[config.mk]
export PLATFORM = sky130hd
export DESIGN_NAME = alu_result_buffer
export DESIGN_NICKNAME = d
export VERILOG_FILES = /design/src/rtl/alu_result_buffer.sv
export SDC_FILE = /design/constraint.sdc
export NUM_CORES = 1
export LEC_CHECK = 0
export BUFFER_PORTS_ARGS = -buffer_cell sky130_fd_sc_hd__clkbuf_2
export CAP_MARGIN = 10
export CORE_MARGIN = 5
export CORE_UTILIZATION = 33
export CTS_BUF_LIST = sky130_fd_sc_hd__clkbuf_4
export CTS_CLUSTER_DIAMETER = 60
export CTS_CLUSTER_SIZE = 14
export DETAILED_ROUTE_END_ITERATION = 10
export HOLD_SLACK_MARGIN = 0.05
export PLACE_DENSITY_LB_ADDON = 0.2
export SKIP_LAST_GASP = 1
export SLEW_MARGIN = 20
export SYNTH_ARGS = -nofsm -noshare
export SYNTH_HDL_FRONTEND = slang
export SYNTH_SLANG_ARGS = --single-unit
[constraint.sdc]
create_clock -name clk -period 2.4 [get_ports clk]
set_clock_uncertainty 0.15 [all_clocks]
set_input_delay 0.48 -clock clk [delete_from_list [all_inputs] [get_ports clk]]
set_output_delay 0.48 -clock clk [all_outputs]
set_load 0.02 [all_outputs]
[src/rtl/alu_result_buffer.sv]
// alu_result_buffer
//   Output stage of the 7-bit ALU. Each accepted ALU result and its four flags
//   go into a first-word-fall-through FIFO. The consumer drains the FIFO over a
//   valid/ready handshake. The block also keeps sticky flags and a saturating
//   count of overflow events for status readout.
// Ports
//   clk, rst_n                      clock, synchronous active-low reset
//   in_valid/in_ready               upstream handshake (in_ready = not full)
//   Resultado, CarryOut, Overflow,
//   Cero, Negativo                  ALU result and flags
//   out_valid/out_ready             downstream handshake (out_valid = not empty)
//   out_Resultado, out_Flags        head entry, flags ordered {N,Z,C,V}; 0 when empty
//   Sticky_Flags, clr_sticky        OR of accepted flags since reset or clear
//   Ovf_Count                       accepted entries with Overflow=1, saturates at 15
//   Count                           occupancy 0..DEPTH
module alu_result_buffer #(
   parameter int WIDTH = 7,
   parameter int DEPTH = 4
) (
   input  logic                       clk,
   input  logic                       rst_n,
   input  logic                       in_valid,
   output logic                       in_ready,
   input  logic [WIDTH-1:0]           Resultado,
   input  logic                       CarryOut,
   input  logic                       Overflow,
   input  logic                       Cero,
   input  logic                       Negativo,
   output logic                       out_valid,
   input  logic                       out_ready,
   output logic [WIDTH-1:0]           out_Resultado,
   output logic [3:0]                 out_Flags,
   output logic [3:0]                 Sticky_Flags,
   input  logic                       clr_sticky,
   output logic [3:0]                 Ovf_Count,
   output logic [$clog2(DEPTH):0]     Count
);
   localparam int AW = $clog2(DEPTH);
   localparam int CW = AW + 1;

   typedef struct packed {
      logic [WIDTH-1:0] res;
      logic [3:0]       flags;   // {N,Z,C,V}
   } entry_t;

   entry_t          mem [DEPTH];
   logic [AW-1:0]   wr_ptr, rd_ptr;
   logic            push, pop;
   logic [3:0]      in_flags;
   entry_t          head;

   assign in_flags  = {Negativo, Cero, CarryOut, Overflow};
   // in_ready depends on Count only: a full FIFO never accepts, even if a pop
   // happens in the same cycle.
   assign in_ready  = (Count != CW'(DEPTH));
   assign out_valid = (Count != '0);
   assign push      = in_valid & in_ready;
   assign pop       = out_valid & out_ready;

   assign head          = mem[rd_ptr];
   assign out_Resultado = out_valid ? head.res   : '0;
   assign out_Flags     = out_valid ? head.flags : '0;

   // Storage carries no reset; validity is tracked by Count.
   always_ff @(posedge clk) begin
      if (push) mem[wr_ptr] <= '{res: Resultado, flags: in_flags};
   end

   // Pointers wrap naturally because DEPTH is a power of two.
   always_ff @(posedge clk) begin
      if (!rst_n) begin
         wr_ptr <= '0;
         rd_ptr <= '0;
         Count  <= '0;
      end else begin
         if (push) wr_ptr <= wr_ptr + 1'b1;
         if (pop)  rd_ptr <= rd_ptr + 1'b1;
         case ({push, pop})
            2'b10:   Count <= Count + 1'b1;
            2'b01:   Count <= Count - 1'b1;
            default: Count <= Count;
         endcase
      end
   end

   // A push in the same cycle as a clear wins: sticky restarts from that entry.
   always_ff @(posedge clk) begin
      if (!rst_n)          Sticky_Flags <= '0;
      else if (push)       Sticky_Flags <= (clr_sticky ? 4'b0 : Sticky_Flags) | in_flags;
      else if (clr_sticky) Sticky_Flags <= '0;
   end

   always_ff @(posedge clk) begin
      if (!rst_n)
         Ovf_Count <= '0;
      else if (push && Overflow && (Ovf_Count != 4'd15))
         Ovf_Count <= Ovf_Count + 4'd1;
   end

endmodule

## Yosys cells after proc, flatten, opt, wreduce, memory -nomap -nowiden

Memories as Yosys holds them, arrays and structs flattened. A register that Yosys moved wholly into a read port is not among the register bits.
Cells that the tools add are included.

- Equal/unequal tests: 4
- Bitwise operators: 3
- Reduce and logical (&&, ||, !) cells: 4
- Mux-type cells: 9
- Add/subtract/negate cells: 5

Operators with widths:

| cell | count |
|---|---|
| 4-bit two-way mux | 3 |
| 7-bit two-way mux | 1 |
| 3-bit one-hot mux with 2 select lines | 1 |
| 2-bit by 1-bit adder with 2-bit output (second input constant) | 2 |
| 4-bit by 1-bit adder with 4-bit output (second input constant) | 1 |
| 2-bit two-way mux | 2 |
| 4-bit != test (second input constant) | 1 |
| 4-bit bitwise OR | 1 |
| 3-bit by 1-bit adder with 3-bit output (second input constant) | 1 |
| 3-bit != test (second input constant) | 1 |
| 3-bit nonzero test | 1 |
| 3-bit by 1-bit subtractor with 3-bit output (second input constant) | 1 |
| 1-bit AND | 2 |
| 2-bit by 1-bit equality test with 1-bit output (second input constant) | 1 |
| 2-bit equality test (second input constant) | 1 |
| 1-bit logical AND | 2 |
| 1-bit two-way mux | 2 |
| 2-bit nonzero test | 1 |

- Bits of input ports: 16
- RAM bits: 44
- Register bits after elaboration: 15
- Memories: 1
- Output and inout port bits: 24

Memories:

| memory | depth | width | read ports | clocked after Yosys merged registers in | write ports | RTL line | RTL |
|---|---|---|---|---|---|---|---|
| mem | 4 | 11 | 1 | 1 | 1 | 46 | `entry_t mem [DEPTH];` |

## Depth between registers and ports, before layout

- Depth in word-level cells: 4
- Mapped depth: 11

## Least setup slack after synthesis

Ideal clock, no wire load.

- Path kind: reg-to-reg
- From: reg Count[2]
- To: reg Count[2]
- Stages on the path, launching flop included: 12
- Data required time: 2180 ps
- Setup slack: -256 ps
- Data arrival time: 2436 ps
- Library setup time: 70 ps
- Period minus slack after synthesis: 2656 ps
- Cell sequence: dfxtp_1 or3b_1 buf_6 and2_4 buf_6 clkinv_4 ha_1 inv_1 fa_1 xor2_1 or3_1 a21oi_1

- Cells in the longest elaborated chain, start to end: 4
- Elaborated cells on any way between the ends: 10
- Classes of those cells: add/sub: 2; eq/ne: 3; mux: 1; bitwise: 2; reduce/logical: 2

RTL lines:

| item | RTL line | RTL |
|---|---|---|
| start: declaration | 36 | `output logic [$clog2(DEPTH):0] Count` |
| start signal: assignment | 79 | `2'b10: Count <= Count + 1'b1;` |
| start signal: assignment | 80 | `2'b01: Count <= Count - 1'b1;` |
| start signal: assignment | 81 | `default: Count <= Count;` |
| 3-bit != test * | 55 | `assign in_ready = (Count != CW'(DEPTH));` |
| net in_ready | 23 | `output logic in_ready,` |
| 1-bit AND * | 57 | `assign push = in_valid & in_ready;` |
| 2-bit by 1-bit equality test with 1-bit output / 2-bit equality test (equally long branches) | 78 | `case ({push, pop})` |
| 3-bit one-hot mux with 2 select lines / 2-bit nonzero test (equally long branches) | n/a |  |

The timed path passes the listed nets; every way through them passes the cells marked *.
A chain may end at the register's enable or synchronous reset.

==> run metrics <==
gpl congestion=0.709; Unique masters post-synth=27; first-pass GRT wire length=7620 um; Vias=1423; largest net degree at the start of global routing=16; number of global-route vias before repair=1474; worst reg2reg startpoint=Count[1]; clk_lat worst skew=0.39 ns; r2r endpoint=Count[2]; Arrival @ worst endpoint=1.71 ns; ant diodes=0; Rows=31; 1st-iter DRT viols=25; CTS Root Cell=clkbuf_4; CTS buffer count=9; total power=3.76 mW; register bit total from synthesis=61; sequential cell area fraction in the yosys report=67.6%; Fmax achieved=427 MHz; Post-synth EDFFs=44; P per Cell Area=1190 nW/um2; Hold Path Depth=1; fraction of registers with async set/reset=0%; HP Class=in -> reg; CTS tree=built; final wirelength=4780 um; H-tree depth=3; hold slack=0.155 ns; Clk pin slew, worst setup/hold paths=0.11 ns; Worst Tran Pin Value=0.624 ns; final std cells w/o fill=314; Final setup viols=0; Final period util=97.5%; Die Wd=96.3 um; status=finished, final reports clean; maximum vdd drop=0.531 mV; Max clock buf depth=2; global route overflow=0; MaxCap Viol Count=0; Hold EP=mem[3][4]; Syn Inst Count=158; die area=9280 um2; Synth Cell Area=2460 um2; WS Path Type=reg -> out; Final Critical Period=2.34 ns; Critical Path RT=1.77 ns; Crit Path Max Fanout=6; Starting Density=33.9%; layout cells sized above 1=43.7%; layout overhead on the synthesized area=28.8%; vias per inst=4.53; max-slew violation count=0; total track usage=11.4%; Pre-antenna DRT Iters=4; r2r worst-path depth=9; core area=7250 um2; initial antenna violation count=0; Net Count, Synth=181; detailed placement HPWL=3170 um; Num Clock Sinks=61; # DRC=0; Detail Route Antenna Nets=0; setup TNS=0 ns; nets@finish=233; max_slew headroom=58.4%; wire per inst=15.2 um; Ys Warns=0; reg2reg setup slack=0.10 ns; Setup crit end kind=output port; Hold Crit Start=Resultado[0]; average size of a mapped cell=15.6 um2; Hold-fix buffers, CTS=0; final hold viol count=0; dpl cells=294; Design Area, Final=3170 um2; LEAKAGE=1.17 nW; CP Launch Type=flop; PortBufs=39; dominant synthesized flop cell=edfxtp_1; IO Pins=40; RSZ-0062 raised after global routing=yes; Post-DP Area=2810 um2; Die H=96.3 um
==> cell usage in the layout (no fill, tap or decap), types with 5 or more instances in the layout <==
cell type,n
a21oi_1,8
and2_4,12
buf_4,6
buf_8,7
clkbuf_2,28
clkbuf_4,9
dfxtp_1,13
edfxtp_1,44
ha_1,5
inv_1,6
mux4_2,11
nor2_1,12
==> critical path, cell delays in order (launching register included) <==
cell	delay, ns
dfxtp_4	0.40
buf_12	0.14
mux4_2	0.49
and2_4	0.18
buf_8	0.12
==> sequential cells by signal, summed over array words and instances (netlist names), named ones only <==
register / count
wr_ptr: 2
mem: 44
rd_ptr: 2
Sticky_Flags: 4
Count: 3
Ovf_Count: 4
==> per-stage QoR <==
step / util (%) / worst slack, ns
global placement: 38.7 / 0.127
finish: 43.6 / 0.0600
detailed placement: 38.7 / 0.0829
global route: 43.6 / -0.0402
floorplan: - / -0.0665
CTS: 42.7 / -0.0195
==> timing repair <==
item	CTS	global route
pin swaps	4	1
resized for setup	23	24
buffers inserted	0	3
endpoints found under the setup margin	11	12
cloned	1	0
==> cell usage after synthesis, drive strengths merged, types with 3 or more instances <==
library cell / instances / area [um2]
nor2: 12 / 45.0
nand3: 4 / 20.0
a21oi: 8 / 40.0
nor2b: 4 / 25.0
dfxtp: 17 / 340
buf: 3 / 27.5
and2: 13 / 83.8
inv: 6 / 22.5
edfxtp: 44 / 1320
mux4: 11 / 248
and3: 4 / 25.0
o21ai: 3 / 15.0
xor2: 4 / 35.0
or3: 3 / 18.8
nand2: 4 / 15.0
ha: 6 / 75.1
clkbuf: 3 / 11.3
==> cells by family after synthesis <==
logic type | synth area share [%]
DFF | 67.6
buffers and inverters | 2.85
xor gates and xnor gates | 2.14
AOI/OAI and AO/OA | 3.00
adders and majority gates | 3.87
muxes | 10.1
and+or+nand+nor | 10.5
==> per-layer routing <==
metal / vias up / part of all wire, % / track usage (%)
met4: 0 / 1.5 / 5.96
met3: 7 / 5.8 / 3.75
li1: 693 / - / -
met5: - / 0 / 0
met1: 685 / 47 / 15.0
met2: 38 / 46 / 16.8
==> power breakdown <==
part	internal, mW	switching [mW]
clock network	0.522	0.381
logic	0.803	0.689
registers	1.29	0.0764
total	2.61	1.15
==> worst max-delay path by stage <==
stage | start | to
3_5_place_dp | Count[1] | Count[2]
5_1_grt | flop | out_Flags[0]
4_1_cts | flop | out_Flags[3]
2_1_floorplan | Count[1] | Count[2]
3_3_place_gp | Count[1] | Count[2]
6_report | flop | out_Flags[3]
==> area by class of cell <==
class / instances / area (um2)
fill: 680 / 4090
sequential: 61 / 1680
multi-input combinational: 84 / 769
timing repair buffer: 47 / 383
tap: 99 / 124
clock inverter: 7 / 114
clock buffer: 9 / 67.6
inverter: 7 / 31.3
Power figures use the tool's default switching activity.
